## src/rtl/mux_nto1_arb.sv

```systemverilog
// ----------------------------------------------------------------------------
// mux_nto1_arb
//   N-to-1 data selector with per-channel valid/ready handshake and a single
//   registered output stage. MODE 0 steers by select_i; MODE 1 arbitrates
//   round-robin among requesting channels. The output word is held under
//   back-pressure.
//
// Ports
//   clk_i     in   1         clock, rising edge
//   rst_i     in   1         synchronous reset, active-high
//   data_i    in   CH*WIDTH  channel k data at data_i[k*WIDTH +: WIDTH]
//   valid_i   in   CH        channel k offers data
//   ready_o   out  CH        channel k transfer accepted this cycle (one-hot/0)
//   select_i  in   SEL_W     channel to take in MODE 0; ignored in MODE 1
//   data_o    out  WIDTH     registered output data
//   valid_o   out  1         data_o holds a valid word
//   ready_i   in   1         consumer accepts data_o this cycle
//   grant_o   out  SEL_W     registered index of the channel behind data_o
// ----------------------------------------------------------------------------
module mux_nto1_arb #(
    parameter int WIDTH = 32,
    parameter int CH    = 4,
    parameter int SEL_W = 2,
    parameter int MODE  = 0
) (
    input  logic                clk_i,
    input  logic                rst_i,
    input  logic [CH*WIDTH-1:0] data_i,
    input  logic [CH-1:0]       valid_i,
    output logic [CH-1:0]       ready_o,
    input  logic [SEL_W-1:0]    select_i,
    output logic [WIDTH-1:0]    data_o,
    output logic                valid_o,
    input  logic                ready_i,
    output logic [SEL_W-1:0]    grant_o
);

    localparam int unsigned CHU = CH;

    logic [WIDTH-1:0] data_q;
    logic             valid_q;
    logic [SEL_W-1:0] grant_q;
    logic [SEL_W-1:0] last_q;

    logic             load;
    logic             found;
    logic [SEL_W-1:0] win;
    logic [WIDTH-1:0] data_sel;

    always_comb begin
        int unsigned idx;
        idx      = 0;
        load     = (!valid_q || ready_i) && !rst_i;
        found    = 1'b0;
        win      = '0;
        data_sel = '0;
        ready_o  = '0;

        if (MODE == 0) begin
            // An out-of-range select_i matches no channel, so it yields no winner.
            for (int unsigned k = 0; k < CHU; k++) begin
                if ((SEL_W'(k) == select_i) && valid_i[k]) begin
                    found = 1'b1;
                    win   = SEL_W'(k);
                end
            end
        end else begin
            // Scan last+1 .. last+CH; the sum stays below 2*CH, so one
            // conditional subtract replaces the modulo.
            for (int unsigned i = 1; i <= CHU; i++) begin
                idx = 32'(last_q) + i;
                if (idx >= CHU) idx = idx - CHU;
                if (!found && valid_i[idx]) begin
                    found = 1'b1;
                    win   = SEL_W'(idx);
                end
            end
        end

        for (int unsigned k = 0; k < CHU; k++) begin
            if (SEL_W'(k) == win) data_sel = data_i[k*WIDTH +: WIDTH];
            ready_o[k] = load && found && (SEL_W'(k) == win);
        end
    end

    always_ff @(posedge clk_i) begin
        if (rst_i) begin
            data_q  <= '0;
            valid_q <= 1'b0;
            grant_q <= '0;
            last_q  <= SEL_W'(CH - 1);
        end else if (load) begin
            if (found) begin
                data_q  <= data_sel;
                valid_q <= 1'b1;
                grant_q <= win;
                if (MODE != 0) last_q <= win;
            end else begin
                valid_q <= 1'b0;
            end
        end
    end

    assign data_o  = data_q;
    assign valid_o = valid_q;
    assign grant_o = grant_q;

endmodule

```

## config.mk

```make
export PLATFORM = sky130hd
export DESIGN_NAME = mux_nto1_arb
export DESIGN_NICKNAME = d
export VERILOG_FILES = /design/src/rtl/mux_nto1_arb.sv
export SDC_FILE = /design/constraint.sdc
export NUM_CORES = 1
export LEC_CHECK = 0
export ABC_CLOCK_PERIOD_IN_PS = 2200
export CAP_MARGIN = 10
export CORE_MARGIN = 5
export CORE_UTILIZATION = 32
export DETAILED_ROUTE_END_ITERATION = 12
export PLACE_DENSITY_LB_ADDON = 0.1
export SYNTH_ARGS = -nofsm -noshare
export SYNTH_HDL_FRONTEND = slang
export SYNTH_SLANG_ARGS = --single-unit
```

## constraint.sdc

```tcl
create_clock -name clk_i -period 2.2 [get_ports clk_i]
set_clock_uncertainty 0.05 [all_clocks]
set_input_delay 0.33 -clock clk_i [delete_from_list [all_inputs] [get_ports clk_i]]
set_output_delay 0.33 -clock clk_i [all_outputs]
set_load 0.05 [all_outputs]
```

==> metrics.md, run 1 <==
| Metric | Value |
|---|---|
| WL met2 | 4386 um |
| Clock-pin slew on the worst setup and hold paths | 0.07 ns |
| Syn_area_per_cell | 9.181 um2 |
| Met1 Routed Length | 3301 um |
| WL per Instance | 17.88 um |
| Total Power | 0.002145 W |
| DIE AREA | 8259 um2 |
| Gpl congestion | 0.8081 |
| Largest net degree at the start of global routing | 29 |
| # setup viols final | 0 |
| Worst slew pin tran | 0.5389 ns |
| Yosys warnings | 0 |
| Via count | 2638 |
| Fillers | 549 |
| Worst vdd ir | 0.0003052 V |
| Port-buffer cells | 175 |
| Crit path DAT | 1.77 ns |
| Area grow syn2layout | 99.04% |
| DRT iter0 DRCs | 55 |
| N_diodes | 0 |
| Worst hold path type | register to register |
| Status | complete, no violations |
| Crit path time final | 2.154 ns |
| Synth cell types | 31 |
| Register area share after synthesis | 33.47% |
| Final Net Count | 543 |
| Critical path class | input port to primary output |
| Layout cell share with drive strength beyond 1 | 16.50% |
| CTS root buffer | clkbuf_8 |
| First-pass GRT wire length | 13790 um |
| TritonCTS clock tree | yes |
| Antenna violations before repair | 0 |
| Vias per cell | 5.462 |
| Hold Buf Count CTS | 0 |
| Synth Register Bits | 35 |
| Vias in the first global route | 2646 |
| Grt ovf | 0 |
| Syn Inst Count | 228 |
| Die Height | 90.88 um |
| TritonCTS buffer count | 5 |
| Final Slew Violations | 0 |
| Final period util | 97.89% |
| Worst EP required | 1.82 ns |
| Synthesized area | 2093 um2 |
| H-tree levels | 2 |
| Clock sinks | 35 |
| Die Width | 90.88 um |
| Core footprint | 6350 um2 |
| Pwr/cell area | 514.9 nW/um2 |
| Fmax | 464.4 MHz |
| Slew Limit Headroom | 63.96% |
| Starting density of the core | 32.97% |
| Rows | 29 |
| Max Cap Viol | 0 |
| Final Hold Viols | 0 |
| GR Util All Layers | 20.40% |
| R2r setup slk | 0.69 ns |
| Routed Wire Length | 8634 um |
| CTS Buffer Depth | 2 |
| Met3 wire len | 830 um |
| Drt pass-1 iters | 4 |
| Setup TNS | 0 ns |
| DRC violations left | 0 |
| Final HPWL DP | 6683 um |
| Post-route core utilization | 65.62% |
| Synthesized net count | 365 |
| ANT nets after route | 0 |
| Leakage | 1.433 nW |
| Critical Path Sink Type | primary output |
| Clk_lat worst skew | 0.28 ns |
| CP Max Fanout | 4 |
| IO Pins | 176 |
| Startpoint types | input port |
| Highest metal used | met4 |
flip-flops by register name, summed over array words and instances (netlist names):
signal / flops
data_o: 32
valid_o: 1
grant_o: 2
metrics by stage:
stage                     cells  worst slack (ns)  area (um2)  hold WS (ns)
after floorplan             228           -0.3908        2098        0.4756
after global placement      475         -0.005256        4059        0.3834
after detailed placement    475          -0.01801        4059        0.3881
after CTS                   483          0.006594        4154        0.3978
after global routing        483         -0.006403        4167        0.4119
final                       483           0.04650        4167        0.3937
cell usage after synthesis, drive strengths merged:
library cell  instances  area share (%)
and3                  1            0.30
dfxtp                35              33
a221oi               32              13
mux4                  1             1.1
or2b                  1            0.36
nand2                35             6.3
buf                  14             4.9
nor3b                 1            0.36
nand3b                2            0.72
a21oi                 4             1.5
nor3                  2            0.48
a21boi                4             1.4
and3b                 1            0.42
o221ai               28              16
nand2b                2            0.60
nor2b                 2            0.60
a211oi                4             2.4
inv                   1            0.18
and2                  2            0.60
o21ai                33             8.8
nor2                  7             1.7
a32o                  4             1.9
clkbuf               11             2.0
o21a                  1            0.36
cell type report:
cell class                      instances  area (um2)  share of cell area [%]
Inverter                                1       3.754                 0.09009
Sequential cell                        35       700.7                   16.82
Clock buffer                            6       82.58                   1.982
Timing Repair Buffer                  196        2014                   48.35
Tap cell                               77       96.34                   2.312
Multi-Input combinational cell        167        1264                   30.33
Clock inverter                          1       5.005                  0.1201
metal layers:
layer	GRT usage (%)	vias up
li1	-	1271
met1	23.42	1231
met2	35.47	125
met3	6.917	11
met4	6.357	0
met5	0	-
worst max-delay path, stage by stage:
cell and delay, ns:
clkdlybuf4s50_1 0.47, mux4_2 0.51, nand3b_1 0.20, nor2_1 0.11, buf_12 0.16
where the power goes:
| group | total, W | switching [W] | internal, W |
|---|---|---|---|
| clock | 0.000474 | 0.000229 | 0.000246 |
| sequential | 0.000724 | 0.0000296 | 0.000695 |
| combinational | 0.000947 | 0.000476 | 0.000471 |
| total | 0.00215 | 0.000734 | 0.00141 |
placed cells by master, fill, tap and decap left out, drive strengths merged, types with 2 or more instances in the layout:
cell | netlist | final
a32o | 4 | 4
and2 | 2 | 2
o221ai | 28 | 28
buf | 14 | 25
nand3b | 2 | 2
clkbuf | 11 | 6
o21ai | 33 | 33
a21oi | 4 | 4
a21boi | 4 | 4
nor2 | 7 | 7
a221oi | 32 | 32
nor3 | 2 | 2
nand2b | 2 | 2
nor2b | 2 | 2
clkdlybuf4s50 | 0 | 170
nand2 | 35 | 35
dfxtp | 35 | 35
a211oi | 4 | 4
what timing repair did:
action / in CTS / in global routing
gates resized for setup: 0 / 3
setup endpoints to repair: 3 / 3
pin swaps: 1 / 1
setup buffers: 1 / 0
cells by family (layout without fill, tap and decap cells):
kind of cell | count (synthesis) | in the layout | synth area share [%]
compound gates | 110 | 110 | 45.97
simple gates | 56 | 56 | 12.43
flops | 35 | 35 | 33.47
buf+inv | 26 | 204 | 7.053
mux | 1 | 1 | 1.076
path summary, 6_finish.rpt:
check                               start                       to  depth (start not counted)
hold reg to reg   data_o[29]$_SDFFE_PP0P_  data_o[29]$_SDFFE_PP0P_                          2
setup / recovery               valid_i[1]               ready_o[3]                          5
hold / removal    data_o[29]$_SDFFE_PP0P_  data_o[29]$_SDFFE_PP0P_                          2
setup reg to reg     valid_o$_SDFFE_PP0P_  data_o[31]$_SDFFE_PP0P_                          6
Note: power is estimated with default switching activity, not from simulation.
==> run 2, diff against run 1 <==
--- a/config.mk
+++ b/config.mk
@@ -9,6 +9,7 @@
 export CAP_MARGIN = 10
 export CORE_MARGIN = 5
 export CORE_UTILIZATION = 32
+export CTS_BUF_LIST = sky130_fd_sc_hd__clkbuf_16
 export DETAILED_ROUTE_END_ITERATION = 12
 export PLACE_DENSITY_LB_ADDON = 0.1
 export SYNTH_ARGS = -nofsm -noshare
==> metrics.md, run 2 (synthesis results as in run 1) <==
| Metric | Value |
|---|---|
| Rows | 29 (unchanged) |
| Max Cap Viol | 0 (unchanged) |
| Most common cell after layout, fill and taps aside | clkdlybuf4s50_1 |
| Clock-pin slew on the worst setup and hold paths | 0.05 ns (-0.02 ns) |
| Max FFs per register | 32 (unchanged) |
| Port-buffer cells | 175 (unchanged) |
| Total Power | 0.002319 W (+8.1%) |
| TritonCTS buffer count | 5 (unchanged) |
| Max stage delay on crit path | 0.52 ns (about the same) |
| Final Hold Viols | 0 (unchanged) |
| Final Slew Violations | 0 (unchanged) |
| Met3 wire len | 825 um (-0.60%) |
| Via count | 2622 (-0.61%) |
| Fin cells | 483 (unchanged) |
| Critical path class | input port to primary output |
| Highest metal used | met4 |
| Slew Limit Headroom | 63.94% (about the same) |
| TritonCTS clock tree | yes |
| CTS root buffer | clkbuf_16 |
| IO Pins | 176 (unchanged) |
| Pwr/cell area | 550.2 nW/um2 (+6.9%) |
| Final period util | 97.84% (about the same) |
| DP Area | 4059 um2 (unchanged) |
| Fillers | 544 (-0.91%) |
| Antenna violations before repair | 0 (unchanged) |
| Most frequent cells in the layout | clkdlybuf4s50_1 (169), nand2_1 (35), dfxtp_1 (35), a221oi_1 (32), o21ai_1 (20) |
| Final WS setup | 0.04745 ns (+0.0009520 ns) |
| Critical Path Sink Type | primary output |
| RSZ-0062 raised after global routing | false |
| Area of the multi-input gates | 1264 um2 (unchanged) |
| Clk_lat worst skew | 0.27 ns (about the same) |
| Pre-CTS setup slack | -0.01801 ns (unchanged) |
| Final Net Count | 543 (unchanged) |
| Die Height | 90.88 um (unchanged) |
| CP Cell Sequence | clkdlybuf4s50_1 > mux4_2 > nand3b_1 > nor2_1 > buf_12 |
| Cells after DPL | 475 (unchanged) |
| Die Width | 90.88 um (unchanged) |
| ANT nets after route | 0 (unchanged) |
| Vias in the first global route | 2640 (-0.23%) |
| Fin area | 4215 um2 (+1.2%) |
| Largest net degree at the start of global routing | 29 (unchanged) |
| Crit path DAT | 1.77 ns (about the same) |
| Final HPWL DP | 6683 um (unchanged) |
| DRT iter0 DRCs | 57 (+3.6%) |
| Worst slew pin tran | 0.5392 ns (+0.0002785 ns) |
| Core footprint | 6350 um2 (unchanged) |
| Startpoint types | input port |
| Post-route core utilization | 66.38% (+0.77 points) |
| DIE AREA | 8259 um2 (unchanged) |
| # setup viols final | 0 (unchanged) |
| Storage element area | 700.7 um2 (unchanged) |
| CTS Buffer Depth | 2 (unchanged) |
| Status | complete, no violations |
| Hold Buf Count CTS | 0 (unchanged) |
| Gpl congestion | 0.8081 (unchanged) |
| Crit path time final | 2.153 ns (-0.0009520 ns) |
| DRC violations left | 0 (unchanged) |
| Layout cell share with drive strength beyond 1 | 16.26% (-0.25 points) |
| Area grow syn2layout | 101.4% |
| GR Util All Layers | 20.14% (-0.26 points) |
| Slowest cell on the critical path | mux4_2 |
| WL met2 | 4356 um (-0.68%) |
| Vias per cell | 5.429 (-0.61%) |
| Clock sinks | 35 (unchanged) |
| Leakage | 1.462 nW (+2.0%) |
| Met1 Routed Length | 3302 um (about the same) |
| Worst EP required | 1.82 ns (about the same) |
| Worst hold path type | register to register |
| WL per Instance | 17.80 um (-0.42%) |
| Grt ovf | 0 (unchanged) |
| Starting density of the core | 32.97% (unchanged) |
| Drt pass-1 iters | 4 (unchanged) |
| Worst vdd ir | 0.0002826 V (-7.4%) |
| Routed Wire Length | 8598 um (-0.42%) |
| CP Max Fanout | 4 (unchanged) |
| First-pass GRT wire length | 13750 um (-0.30%) |
| Fmax | 464.6 MHz (about the same) |
| N_diodes | 0 (unchanged) |
| H-tree levels | 2 (unchanged) |
[run 2: power by group]
group	total [W]	switching [W]	leakage (nW)	internal (W)
combinational	0.000946	0.000475	1.11	0.000471
clock	0.000648	0.000242	0.0671	0.000406
sequential	0.000726	0.0000295	0.288	0.000696
[run 2: cell type report]
type	instances	share of cell area (%)
flip-flops and latches	35	16.62
clock inverters	2	0.2078
inverters	1	0.08905
repair buffers	196	47.85
multi-input cells	167	29.98
clock buffers	5	2.968
well taps	77	2.286
[run 2: worst paths after layout]
path	start	to	slack, ns	cells after the start
min	data_o[16]$_SDFFE_PP0P_	data_o[16]$_SDFFE_PP0P_	0.39	2
max	valid_i[3]	ready_o[3]	0.05	5
max reg2reg	valid_o$_SDFFE_PP0P_	data_o[31]$_SDFFE_PP0P_	0.70	6
min reg2reg	data_o[16]$_SDFFE_PP0P_	data_o[16]$_SDFFE_PP0P_	0.39	2
[run 2: worst max-delay path, delay by kind of cell]
| family | cells | cell delay, ns |
|---|---|---|
| buf+inv | 2 | 0.62 |
| mux | 1 | 0.52 |
| simple gates | 2 | 0.31 |
[run 2: through the flow]
stage	hold slack, ns	setup TNS, ns
2_1_floorplan	0.4756	-0.7758
3_3_place_gp	0.3834	-0.005256
3_5_place_dp	0.3881	-0.02469
4_1_cts	0.3955	0
5_1_grt	0.4083	0
6_report	0.3910	0
[run 2: repair_timing]
item	4_1_cts	5_1_grt
endpoints found under the setup margin	3	3
cloned	0	0
pin swaps	1	1
gates resized for setup	0	4
setup buffers	1	0
[run 2: per-layer routing]
metal	global-route usage, %	up-vias
met2	35.35	127
met5	0	-
li1	-	1273
met3	6.667	12
met1	23.52	1210
met4	4.890	0
